### src/rtl/uart_tx_fifo_if.sv
// Byte-write handshake into the buffered UART transmitter.
// master drives data/valid, slave (the transmitter) returns ready.
interface uart_tx_fifo_if #(
  parameter int DATA_BITS = 8
);
  logic [DATA_BITS-1:0] in_data;
  logic                 in_valid;
  logic                 in_ready;

  modport master (output in_data, output in_valid, input in_ready);
  modport slave  (input in_data, input in_valid, output in_ready);
endinterface

### src/rtl/uart_tx_fifo.sv
// Buffered UART transmitter: FIFO-fed, back-to-back 8N1 frames on tx, LSB first.
// Optional even parity bit when UART_TX_PARITY_EN is defined (8E1 frames).
//
// state  | meaning
// IDLE   | line high, waiting for a queued byte
// START  | start bit (low)
// DATA   | payload bits, LSB first
// PARITY | even parity bit (UART_TX_PARITY_EN only)
// STOP   | stop bit (high); chains into START when more data is queued
module uart_tx_fifo #(
  parameter int CLKS_PER_BIT = 868,
  parameter int DATA_BITS    = 8,
  parameter int FIFO_DEPTH   = 8
) (
  input  logic                          clk,
  input  logic                          rst,
  uart_tx_fifo_if.slave                 intf,
  output logic                          tx,
  output logic                          busy,
  output logic                          tx_done,
  output logic [$clog2(FIFO_DEPTH):0]   fifo_count
);

  localparam int PTR_W = $clog2(FIFO_DEPTH);
  localparam int CW    = PTR_W + 1;
  localparam int BAUD_W = $clog2(CLKS_PER_BIT);
  localparam int BIT_W = (DATA_BITS > 1) ? $clog2(DATA_BITS) : 1;

`ifdef UART_TX_PARITY_EN
  typedef enum logic [2:0] {IDLE, START, DATA, PARITY, STOP} state_t;
`else
  typedef enum logic [2:0] {IDLE, START, DATA, STOP} state_t;
`endif

  state_t               state;
  logic [BAUD_W-1:0]    baud_cnt;
  logic [BIT_W-1:0]     bit_idx;
  logic [DATA_BITS-1:0] shift;
  logic [PTR_W-1:0]     wr_ptr;
  logic [PTR_W-1:0]     rd_ptr;
  logic [DATA_BITS-1:0] mem [FIFO_DEPTH];
`ifdef UART_TX_PARITY_EN
  logic                 parity_bit;
`endif

  logic full;
  logic empty;
  logic push;
  logic pop;
  logic bit_end;

  assign full    = (fifo_count == CW'(FIFO_DEPTH));
  assign empty   = (fifo_count == '0);
  assign bit_end = (baud_cnt == BAUD_W'(CLKS_PER_BIT - 1));
  assign push    = intf.in_valid && !full;
  // Pops only from IDLE or on the final STOP cycle so the next frame starts with no gap.
  assign pop     = !empty && ((state == IDLE) || ((state == STOP) && bit_end));

  assign intf.in_ready = !full;

  always_ff @(posedge clk) begin
    if (push) begin
      mem[wr_ptr] <= intf.in_data;
    end
  end

  always_ff @(posedge clk or negedge rst) begin
    if (!rst) begin
      wr_ptr     <= '0;
      rd_ptr     <= '0;
      fifo_count <= '0;
    end else begin
      if (push) begin
        wr_ptr <= wr_ptr + PTR_W'(1);
      end
      if (pop) begin
        rd_ptr <= rd_ptr + PTR_W'(1);
      end
      case ({push, pop})
        2'b10:   fifo_count <= fifo_count + CW'(1);
        2'b01:   fifo_count <= fifo_count - CW'(1);
        default: fifo_count <= fifo_count;
      endcase
    end
  end

  // Line outputs are registered from the current state, so tx trails the state by one cycle.
  always_ff @(posedge clk or negedge rst) begin
    if (!rst) begin
      state    <= IDLE;
      baud_cnt <= '0;
      bit_idx  <= '0;
      shift    <= '0;
      tx       <= 1'b1;
      busy     <= 1'b0;
      tx_done  <= 1'b0;
`ifdef UART_TX_PARITY_EN
      parity_bit <= 1'b0;
`endif
    end else begin
      busy    <= (state != IDLE);
      tx_done <= (state == STOP) && bit_end;
      case (state)
        IDLE: begin
          tx       <= 1'b1;
          baud_cnt <= '0;
          if (pop) begin
            shift <= mem[rd_ptr];
`ifdef UART_TX_PARITY_EN
            parity_bit <= ^mem[rd_ptr];
`endif
            state <= START;
          end
        end
        START: begin
          tx <= 1'b0;
          if (bit_end) begin
            baud_cnt <= '0;
            bit_idx  <= '0;
            state    <= DATA;
          end else begin
            baud_cnt <= baud_cnt + BAUD_W'(1);
          end
        end
        DATA: begin
          tx <= shift[0];
          if (bit_end) begin
            baud_cnt <= '0;
            shift    <= shift >> 1;
            if (bit_idx == BIT_W'(DATA_BITS - 1)) begin
`ifdef UART_TX_PARITY_EN
              state <= PARITY;
`else
              state <= STOP;
`endif
            end else begin
              bit_idx <= bit_idx + BIT_W'(1);
            end
          end else begin
            baud_cnt <= baud_cnt + BAUD_W'(1);
          end
        end
`ifdef UART_TX_PARITY_EN
        PARITY: begin
          tx <= parity_bit;
          if (bit_end) begin
            baud_cnt <= '0;
            state    <= STOP;
          end else begin
            baud_cnt <= baud_cnt + BAUD_W'(1);
          end
        end
`endif
        STOP: begin
          tx <= 1'b1;
          if (bit_end) begin
            baud_cnt <= '0;
            if (pop) begin
              shift <= mem[rd_ptr];
`ifdef UART_TX_PARITY_EN
              parity_bit <= ^mem[rd_ptr];
`endif
              state <= START;
            end else begin
              state <= IDLE;
            end
          end else begin
            baud_cnt <= baud_cnt + BAUD_W'(1);
          end
        end
        default: begin
          tx       <= 1'b1;
          baud_cnt <= '0;
          state    <= IDLE;
        end
      endcase
    end
  end

endmodule

### src/flat_wrapper.sv
// flat-port wrapper written by rule: the top's interface ports become plain ports
module uart_tx_fifo_flat 
#(
  parameter int CLKS_PER_BIT = 868,
  parameter int DATA_BITS    = 8,
  parameter int FIFO_DEPTH   = 8
)
  (clk, rst, tx, busy, tx_done, fifo_count, intf_in_data, intf_in_valid, intf_in_ready);
  uart_tx_fifo_if #(.DATA_BITS(DATA_BITS)) intf_i ();
  input  logic clk;
  input  logic rst;
  output logic tx;
  output logic busy;
  output logic tx_done;
  output logic [$clog2(FIFO_DEPTH):0] fifo_count;
  input wire logic [$bits(intf_i.in_data)-1:0] intf_in_data;
  input wire logic [$bits(intf_i.in_valid)-1:0] intf_in_valid;
  output wire logic [$bits(intf_i.in_ready)-1:0] intf_in_ready;
  assign intf_i.in_data = intf_in_data;
  assign intf_i.in_valid = intf_in_valid;
  assign intf_in_ready = intf_i.in_ready;
  uart_tx_fifo #(.CLKS_PER_BIT(CLKS_PER_BIT), .DATA_BITS(DATA_BITS), .FIFO_DEPTH(FIFO_DEPTH)) u_core (.clk(clk), .rst(rst), .intf(intf_i), .tx(tx), .busy(busy), .tx_done(tx_done), .fifo_count(fifo_count));
endmodule
### config.mk
export PLATFORM = sky130hd
export DESIGN_NAME = uart_tx_fifo_flat
export DESIGN_NICKNAME = d
export VERILOG_FILES = /design/src/rtl/uart_tx_fifo_if.sv /design/src/rtl/uart_tx_fifo.sv /design/src/flat_wrapper.sv
export SDC_FILE = /design/constraint.sdc
export NUM_CORES = 1
export LEC_CHECK = 0
export CORE_MARGIN = 4
export CORE_UTILIZATION = 50
export CTS_CLUSTER_SIZE = 40
export DETAILED_ROUTE_END_ITERATION = 16
export PLACE_DENSITY = 0.77
export SETUP_SLACK_MARGIN = 0.05
export SYNTH_ARGS = -nofsm -noshare
export SYNTH_HDL_FRONTEND = slang
export SYNTH_SLANG_ARGS = --single-unit
### constraint.sdc
create_clock -name clk -period 4.5 [get_ports clk]
set_input_delay 0.9 -clock clk [delete_from_list [all_inputs] [get_ports clk]]
set_output_delay 0.9 -clock clk [all_outputs]
set_load 0.005 [all_outputs]
==> parameters.txt, run 1 <==
Parameter                              Value

Synthesis
  Leading register cell type out of synthesis ... sky130_fd_sc_hd__edfxtp_1
  Portion of synthesized cell area occupied by the leading cell type ... 0.438
  Yosys warnings ... 0
  Share of synthesized flip-flops with an asynchronous set or reset ... 0.360
  #FFs+latches synth ... 100
  Sequential area share after synthesis ... 0.644
  Instance count of the mapped netlist ... 284
  Post-synth EDFFs ... 64
  Main area contributors after synthesis ... sky130_fd_sc_hd__edfxtp_1 44%, sky130_fd_sc_hd__dfrtp_1 20%, sky130_fd_sc_hd__mux4_2 8.2%
  Average cell area after synthesis ... 15.4 µm²
  Number of library cell types mapped by synthesis ... 41
  Post-synthesis instance area ... 4380 µm²
  Number of nets in the synthesized netlist ... 308
  Cell type contributing the most total cell area after synthesis ... sky130_fd_sc_hd__edfxtp_1

Timing
  Total negative slack for setup checks ... 0 ns
  Number of failing setup endpoints in the final timing report ... 0
  Fin crit share ... 0.629
  Hold Violations, Final ... 0
  Max-slew headroom at the worst pin ... 0.220
  Max Fclk ... 0.353 GHz
  Fin crit period ... 2.83 ns
  Worst clock skew on the final layout ... 0.0163 ns
  Final Max Slew Viols ... 0
  Smallest setup slack after layout ... 1.67 ns
  Transition time at the pin with the least slew margin ... 1.16 ns
  Setup repair after global routing missed its margin ... no
  Hold slack ... 0.494 ns

Pwr
  Reported leakage power ... 1.78 nW
  Switching power as a share of total power ... 0.354
  Switching power ... 1.07 mW
  Power density relative to cell area ... 621 nW/µm²
  Comb power frac ... 0.339
  Cell internal pwr ... 1.95 mW
  Worst IR Drop VDD ... 0.317 mV
  Clock network fraction of total power ... 0.191
  Overall power ... 3.02 mW
  Fraction of power consumed by sequential logic ... 0.471

GRT
  Via count of the first global-routing pass ... 2,442
  Maximum number of pins on one net before global-route repair ... 37
  First-pass GRT wire length ... 12,600 µm
  Leftover overflow at the end of global routing ... 0
  Number of antenna violations at the first check in global routing ... 0
  Tot GR Track Use ... 0.161

Worst setup path
  Critical path endpoint category ... flop
  Category of the most critical setup path ... flop to flop
  Timing startpoint of the critical path ... u_core.fifo_count[2]
  Crit Path Max Fanout ... 13
  Flop2flop setup slack ... 1.67 ns
  Launch instance of the worst register-to-register path ... u_core.fifo_count[2]
  Worst endpoint data arrival time ... 3.09 ns
  End point of the critical path ... u_core.fifo_count[2]
  Path depth of the worst reg2reg path ... 10
  Type of origin of the critical path ... flop
  Reg2Reg Capture Point ... u_core.fifo_count[2]
  Required time at the worst-slack endpoint ... 4.76 ns

Finish
  Sequential standard cell area ... 2820 µm²
  Fill cell instance count of the final layout ... 643
  Area occupied by multi-input gates ... 1470 µm²
  Layout Area Growth over Synthesis ... 11.0%
  Total non-filler cell area in the finished layout ... 4870 µm²
  Layout cells sized above 1 ... 0.164
  Total inserted antenna cells ... 0
  Post-layout net count ... 330

Floorplan
  Standard-cell rows ... 33
  Height of the die ... 102 µm
  Die outline width ... 102 µm
  Initial Util ... 0.523
  Die ar. ... 10,300 µm²
  Standard cell core area ... 8380 µm²
  Number of top-level pins ... 19

Place
  Port Buffers ... 18
  Final HPWL DP ... 5090 µm
  Placer Congestion ... 0.831
  Placed Area ... 4650 µm²
  Placement Setup Slack ... 1.47 ns

Clocking
  CTS tree ... done
  Clock root cell ... sky130_fd_sc_hd__clkbuf_8
  Clock transition at the register clock pins on the worst setup and hold paths after CTS ... 0.11 ns
  CTS resizes ... 0
  Worst skew pair latency ... 0.37 ns
  Num Clock Sinks ... 100
  Clock buffer depth ... 2
  Cts-stage hold buffer count ... 0
  Total number of H-tree levels ... 3
  Number of clock buffers inserted by TritonCTS ... 9
  Setup Fix Bufs, Post-CTS ... 0

Route
  Average wire per standard cell ... 17.8 µm
  Detailed-routing iteration count for the pre-antenna-repair pass ... 4
  Vias per Instance ... 5.66
  Number of violations reported at the end of detailed-routing iteration 0 ... 91
  DRC Markers ... 0
  Sum of routed wire length over all layers ... 7410 µm
  Number of nets with antenna violations after detailed routing ... 0
  Routed via count ... 2,355

Outcome
  Status ... finished clean

Hold path
  Number of cells traversed by the worst hold path ... 1
  Type of the most critical hold path ... flop to flop

Job
  Max Cap Violations ... 0
worst min-delay path by stage:
stage | start | end | slack [ns]
6_report | u_core.baud_cnt[0] | u_core.baud_cnt[0] | 0.49
5_1_grt | u_core.baud_cnt[0] | u_core.baud_cnt[0] | 0.51
4_1_cts | u_core.baud_cnt[0] | u_core.baud_cnt[0] | 0.50
3_5_place_dp | u_core.baud_cnt[0] | u_core.baud_cnt[0] | 0.48
3_3_place_gp | u_core.baud_cnt[0] | u_core.baud_cnt[0] | 0.47
2_1_floorplan | u_core.baud_cnt[0] | u_core.baud_cnt[0] | 0.45
final cells by class:
cell class / count / area share
sequential: 100 / 0.580
multi-input combinational: 165 / 0.302
timing repair buffer: 20 / 0.0391
tap: 105 / 0.0270
clock buffer: 9 / 0.0255
clock inverter: 7 / 0.0188
inverter: 10 / 0.00771
state kept, by name, indices dropped and copies added, names as in the netlist:
signal and cells:
u_core.baud_cnt 10, u_core.wr_ptr 3, u_core.shift 8, u_core.bit_idx 3
u_core.tx_done 1, u_core.busy 1, u_core.state 2, u_core.tx 1
u_core.mem 64, u_core.rd_ptr 3, u_core.fifo_count 4
logic make-up after synthesis:
kind of cell	share of synthesized area
AOI/OAI and AO/OA	0.0517
xor gates and xnor gates	0.0340
buffers and inverters	0.0211
and+or+nand+nor	0.0853
DFF	0.644
adders and majority gates	0.0371
muxes	0.127
cell usage after synthesis (2+ instances only):
master and number:
sky130_fd_sc_hd__clkbuf_1 2, sky130_fd_sc_hd__dfrtp_1 35, sky130_fd_sc_hd__a211oi_1 2, sky130_fd_sc_hd__ha_1 13
sky130_fd_sc_hd__mux4_2 16, sky130_fd_sc_hd__nand3_1 7, sky130_fd_sc_hd__nor3_1 8, sky130_fd_sc_hd__buf_2 5
sky130_fd_sc_hd__nand2_1 21, sky130_fd_sc_hd__xor2_1 6, sky130_fd_sc_hd__o21ai_0 5, sky130_fd_sc_hd__o22ai_1 8
sky130_fd_sc_hd__nor3_2 2, sky130_fd_sc_hd__xnor2_1 11, sky130_fd_sc_hd__nor4_1 3, sky130_fd_sc_hd__a22oi_1 2
sky130_fd_sc_hd__mux2_2 4, sky130_fd_sc_hd__nand2b_1 2, sky130_fd_sc_hd__mux2i_1 15, sky130_fd_sc_hd__inv_1 10
sky130_fd_sc_hd__nor2_1 15, sky130_fd_sc_hd__edfxtp_1 64, sky130_fd_sc_hd__buf_6 2, sky130_fd_sc_hd__a21oi_1 8
sky130_fd_sc_hd__nand4bb_1 2
power by group through the flow:
stage	Sequential [mW]	Clock, mW	Combinational [mW]
final	1.42	0.576	1.02
after global routing	1.46	0.640	1.14
after CTS	1.43	0.593	1.04
after detailed placement	1.45	0	1.03
after global placement	1.43	0	1.00
after floorplan	1.33	0	0.883
worst max-delay path: stages (launching register included):
cell	delay (ns)
sky130_fd_sc_hd__dfrtp_1	0.45
sky130_fd_sc_hd__or4_4	0.58
sky130_fd_sc_hd__o21ai_2	0.13
sky130_fd_sc_hd__inv_1	0.32
sky130_fd_sc_hd__ha_1	0.38
sky130_fd_sc_hd__xor2_1	0.16
sky130_fd_sc_hd__ha_1	0.18
sky130_fd_sc_hd__a21oi_1	0.15
sky130_fd_sc_hd__xor2_1	0.16
sky130_fd_sc_hd__nor2_1	0.06
sky130_fd_sc_hd__xor2_1	0.14
through the flow:
step                 util  cells
floorplan               -    284
CTS                 0.581    416
global route        0.581    416
finish              0.581    416
global placement    0.555    400
detailed placement  0.555    400
layout by cell type (no fill, tap or decap), drive strengths merged, types with 2 or more instances in the layout:
cell,n
edfxtp,64
dfrtp,35
nand2,21
clkdlybuf4s50,17
mux4,16
nor2,15
mux2i,15
ha,13
inv,12
xnor2,11
nor3,10
clkbuf,9
o22ai,8
a21oi,8
nand3,8
o21ai,7
xor2,6
clkinv,5
mux2,4
nor4,3
nand4bb,3
buf,3
nand2b,2
a22oi,2
a211oi,2
metal layers:
layer	GRT usage	wire length, µm	part of all wire
met4	0.0440	100	0.014
met3	0.0461	270	0.036
met2	0.268	3690	0.50
met1	0.209	3340	0.45
met5	0	0	0
Power figures use the tool's default switching activity.
==> run 2: changes to the inputs <==
PLACE_DENSITY = 0.79   (was 0.77)
clock period = 2.5 ns   (was 4.5 ns; I/O delays follow)
==> run 2 against run 1 <==
  * Sequential share of layout area fell by 2.5 points
  * Flip-flop and latch count is the same
  * Largest cell class unchanged
  * Worst hold slack got worse by 0.27 ns
==> parameters.txt, run 2 (synthesis results as in run 1) <==
Parameter                              Value

Route
  Number of nets with antenna violations after detailed routing ... 0 (unchanged)
  Vias per Instance ... 5.61 (-0.99%)
  Number of violations reported at the end of detailed-routing iteration 0 ... 94 (+3.3%)
  DRC Markers ... 0 (unchanged)
  Routed via count ... 2,455 (+4.2%)
  Sum of routed wire length over all layers ... 8010 µm (+8.1%)
  Average wire per standard cell ... 18.3 µm (+2.7%)
  Detailed-routing iteration count for the pre-antenna-repair pass ... 4 (unchanged)

Clocking
  Cts-stage hold buffer count ... 0 (unchanged)
  Num Clock Sinks ... 100 (unchanged)
  Clock buffer depth ... 2 (unchanged)
  CTS tree ... done
  Total number of H-tree levels ... 3 (unchanged)
  Clock root cell ... sky130_fd_sc_hd__clkbuf_8
  Number of clock buffers inserted by TritonCTS ... 9 (unchanged)
  Worst skew pair latency ... 0.36 ns (about the same)
  Clock transition at the register clock pins on the worst setup and hold paths after CTS ... 0.11 ns (about the same)

Place
  Placement Setup Slack ... 0.148 ns (-1.32 ns)
  Placer Congestion ... 0.784 (-5.6%)
  Instance count after placement with tap cells included ... 416 (+4.0%)
  Final HPWL DP ... 5210 µm (+2.4%)
  Port Buffers ... 18 (unchanged)

Timing
  Final Max Slew Viols ... 0 (unchanged)
  Number of failing setup endpoints in the final timing report ... 0 (unchanged)
  Max Fclk ... 0.434 GHz (+23%)
  Fin crit period ... 2.30 ns (-0.527 ns)
  Fin crit share ... 0.921 (+0.292)
  Worst clock skew on the final layout ... 0.0132 ns (-0.00307 ns)
  Total negative slack for setup checks ... 0 ns (unchanged)
  Transition time at the pin with the least slew margin ... 0.818 ns (-0.343 ns)
  Hold slack ... 0.222 ns (-0.272 ns)
  Hold Violations, Final ... 0 (unchanged)
  Setup repair after global routing missed its margin ... no
  Smallest setup slack after layout ... 0.197 ns (-1.47 ns)
  Max-slew headroom at the worst pin ... 0.454 (+0.234)

Pwr
  Overall power ... 5.74 mW (+90%)
  Reported leakage power ... 1.90 nW (+6.5%)
  Power density relative to cell area ... 1130 nW/µm² (+82%)
  Worst IR Drop VDD ... 0.578 mV (+83%)

Finish
  Largest reg by FF count ... u_core.mem
  Registers with the highest flip-flop counts ... u_core.mem x64, u_core.baud_cnt x10, u_core.shift x8
  Flip-flop count of the largest register, all copies and words added ... 64 (unchanged)
  Post-layout net count ... 352 (+6.7%)
  Layout Area Growth over Synthesis ... 16.1%
  Most frequent cells in the layout ... 64 x sky130_fd_sc_hd__edfxtp_1, 35 x sky130_fd_sc_hd__dfrtp_1, 24 x sky130_fd_sc_hd__buf_4
  Total inserted antenna cells ... 0 (unchanged)
  Filler-free cell count of the finished design ... 438 (+5.3%)
  Layout cells sized above 1 ... 0.243 (+0.0793)
  Most common library cell in the layout ignoring fill and taps ... sky130_fd_sc_hd__edfxtp_1

Job
  Max Cap Violations ... 0 (unchanged)

GRT
  Via count of the first global-routing pass ... 2,567 (+5.1%)
  Number of antenna violations at the first check in global routing ... 0 (unchanged)
  Leftover overflow at the end of global routing ... 0 (unchanged)
  Maximum number of pins on one net before global-route repair ... 37 (unchanged)
  First-pass GRT wire length ... 13,000 µm (+3.2%)
  Tot GR Track Use ... 0.167 (+0.00555)

Floorplan
  Initial Util ... 0.523 (unchanged)
  Die ar. ... 10,300 µm² (unchanged)
  Standard-cell rows ... 33 (unchanged)
  Standard cell core area ... 8380 µm² (unchanged)
  Die outline width ... 102 µm (unchanged)
  Height of the die ... 102 µm (unchanged)
  Number of top-level pins ... 19 (unchanged)

Worst setup path
  Type of origin of the critical path ... flop
  Reg2Reg Capture Point ... u_core.fifo_count[2]
  Worst endpoint data arrival time ... 2.55 ns (-0.54 ns)
  Flop2flop setup slack ... 0.20 ns (-1.47 ns)
  Launch instance of the worst register-to-register path ... u_core.state[0]
  Path depth of the worst reg2reg path ... 12 (+2)
  Category of the most critical setup path ... flop to flop
  Crit Path Max Fanout ... 5 (-8)
  Critical path endpoint category ... flop
  Required time at the worst-slack endpoint ... 2.75 ns (-2.01 ns)

Hold path
  Type of the most critical hold path ... input pin to async pin

Outcome
  Status ... finished clean
[run 2: changes by cell type in the layout (fill, tap and decap cells not counted), moves of 2 or more]
cell	before	now
sky130_fd_sc_hd__buf_4	2	24
sky130_fd_sc_hd__clkinv_8	4	0
sky130_fd_sc_hd__ha_1	13	9
sky130_fd_sc_hd__ha_4	0	3
sky130_fd_sc_hd__inv_8	0	2
[run 2: metrics by stage]
stage           util  area (µm²)
6_report       0.607        5090
5_1_grt        0.607        5090
4_1_cts        0.593        4970
3_5_place_dp   0.570        4780
3_3_place_gp   0.570        4780
2_1_floorplan      -        4390
[run 2: repair_timing]
item,in CTS,in global routing
buffers inserted,0,6
gates resized for setup,0,10
setup endpoints to repair,0,3
[run 2: critical path, stage by stage (launching register included)]
cell and delay, ns:
sky130_fd_sc_hd__dfrtp_1 0.41, sky130_fd_sc_hd__buf_4 0.14, sky130_fd_sc_hd__inv_1 0.06, sky130_fd_sc_hd__ha_1 0.27, sky130_fd_sc_hd__o21ai_4 0.22, sky130_fd_sc_hd__inv_2 0.09, sky130_fd_sc_hd__ha_4 0.19, sky130_fd_sc_hd__xor2_2 0.14
sky130_fd_sc_hd__ha_2 0.16, sky130_fd_sc_hd__a21oi_1 0.14, sky130_fd_sc_hd__xor2_1 0.16, sky130_fd_sc_hd__nor2_1 0.07, sky130_fd_sc_hd__xor2_1 0.14
[run 2: layout make-up]
type | count | area [µm²]
clock buffer | 9 | 124
clock inverter | 7 | 65.1
fill | 623 | 3290
inverter | 10 | 37.5
multi-input combinational | 165 | 1550
sequential | 100 | 2820
tap | 105 | 131
timing repair buffer | 42 | 355
[run 2: layer usage]
metal	global-route usage	routed length (µm)	vias up
li1	-	-	1163
met2	0.289	4330	34
met3	0.0289	222	6
met4	0.0521	68	0
met5	0	0	-
met1	0.214	3390	1252
[run 2: worst max-delay path by stage]
stage | startpoint | end | cells past startpoint
finish | u_core.state[0] | u_core.fifo_count[2] | 12
floorplan | u_core.fifo_count[2] | u_core.fifo_count[2] | 11
global route | u_core.baud_cnt[0] | u_core.fifo_count[2] | 12
global placement | u_core.fifo_count[3] | u_core.fifo_count[2] | 10
CTS | u_core.baud_cnt[0] | u_core.fifo_count[2] | 12
detailed placement | u_core.baud_cnt[0] | u_core.fifo_count[2] | 12
[run 2: report_power, final]
group | total (mW) | switching [mW] | internal, mW | leakage (nW)
Combinational | 2.34 | 1.14 | 1.20 | 0.771
Clock | 0.976 | 0.587 | 0.389 | 0.0947
Sequential | 2.43 | 0.285 | 2.15 | 1.03
Total | 5.74 | 2.01 | 3.73 | 1.90
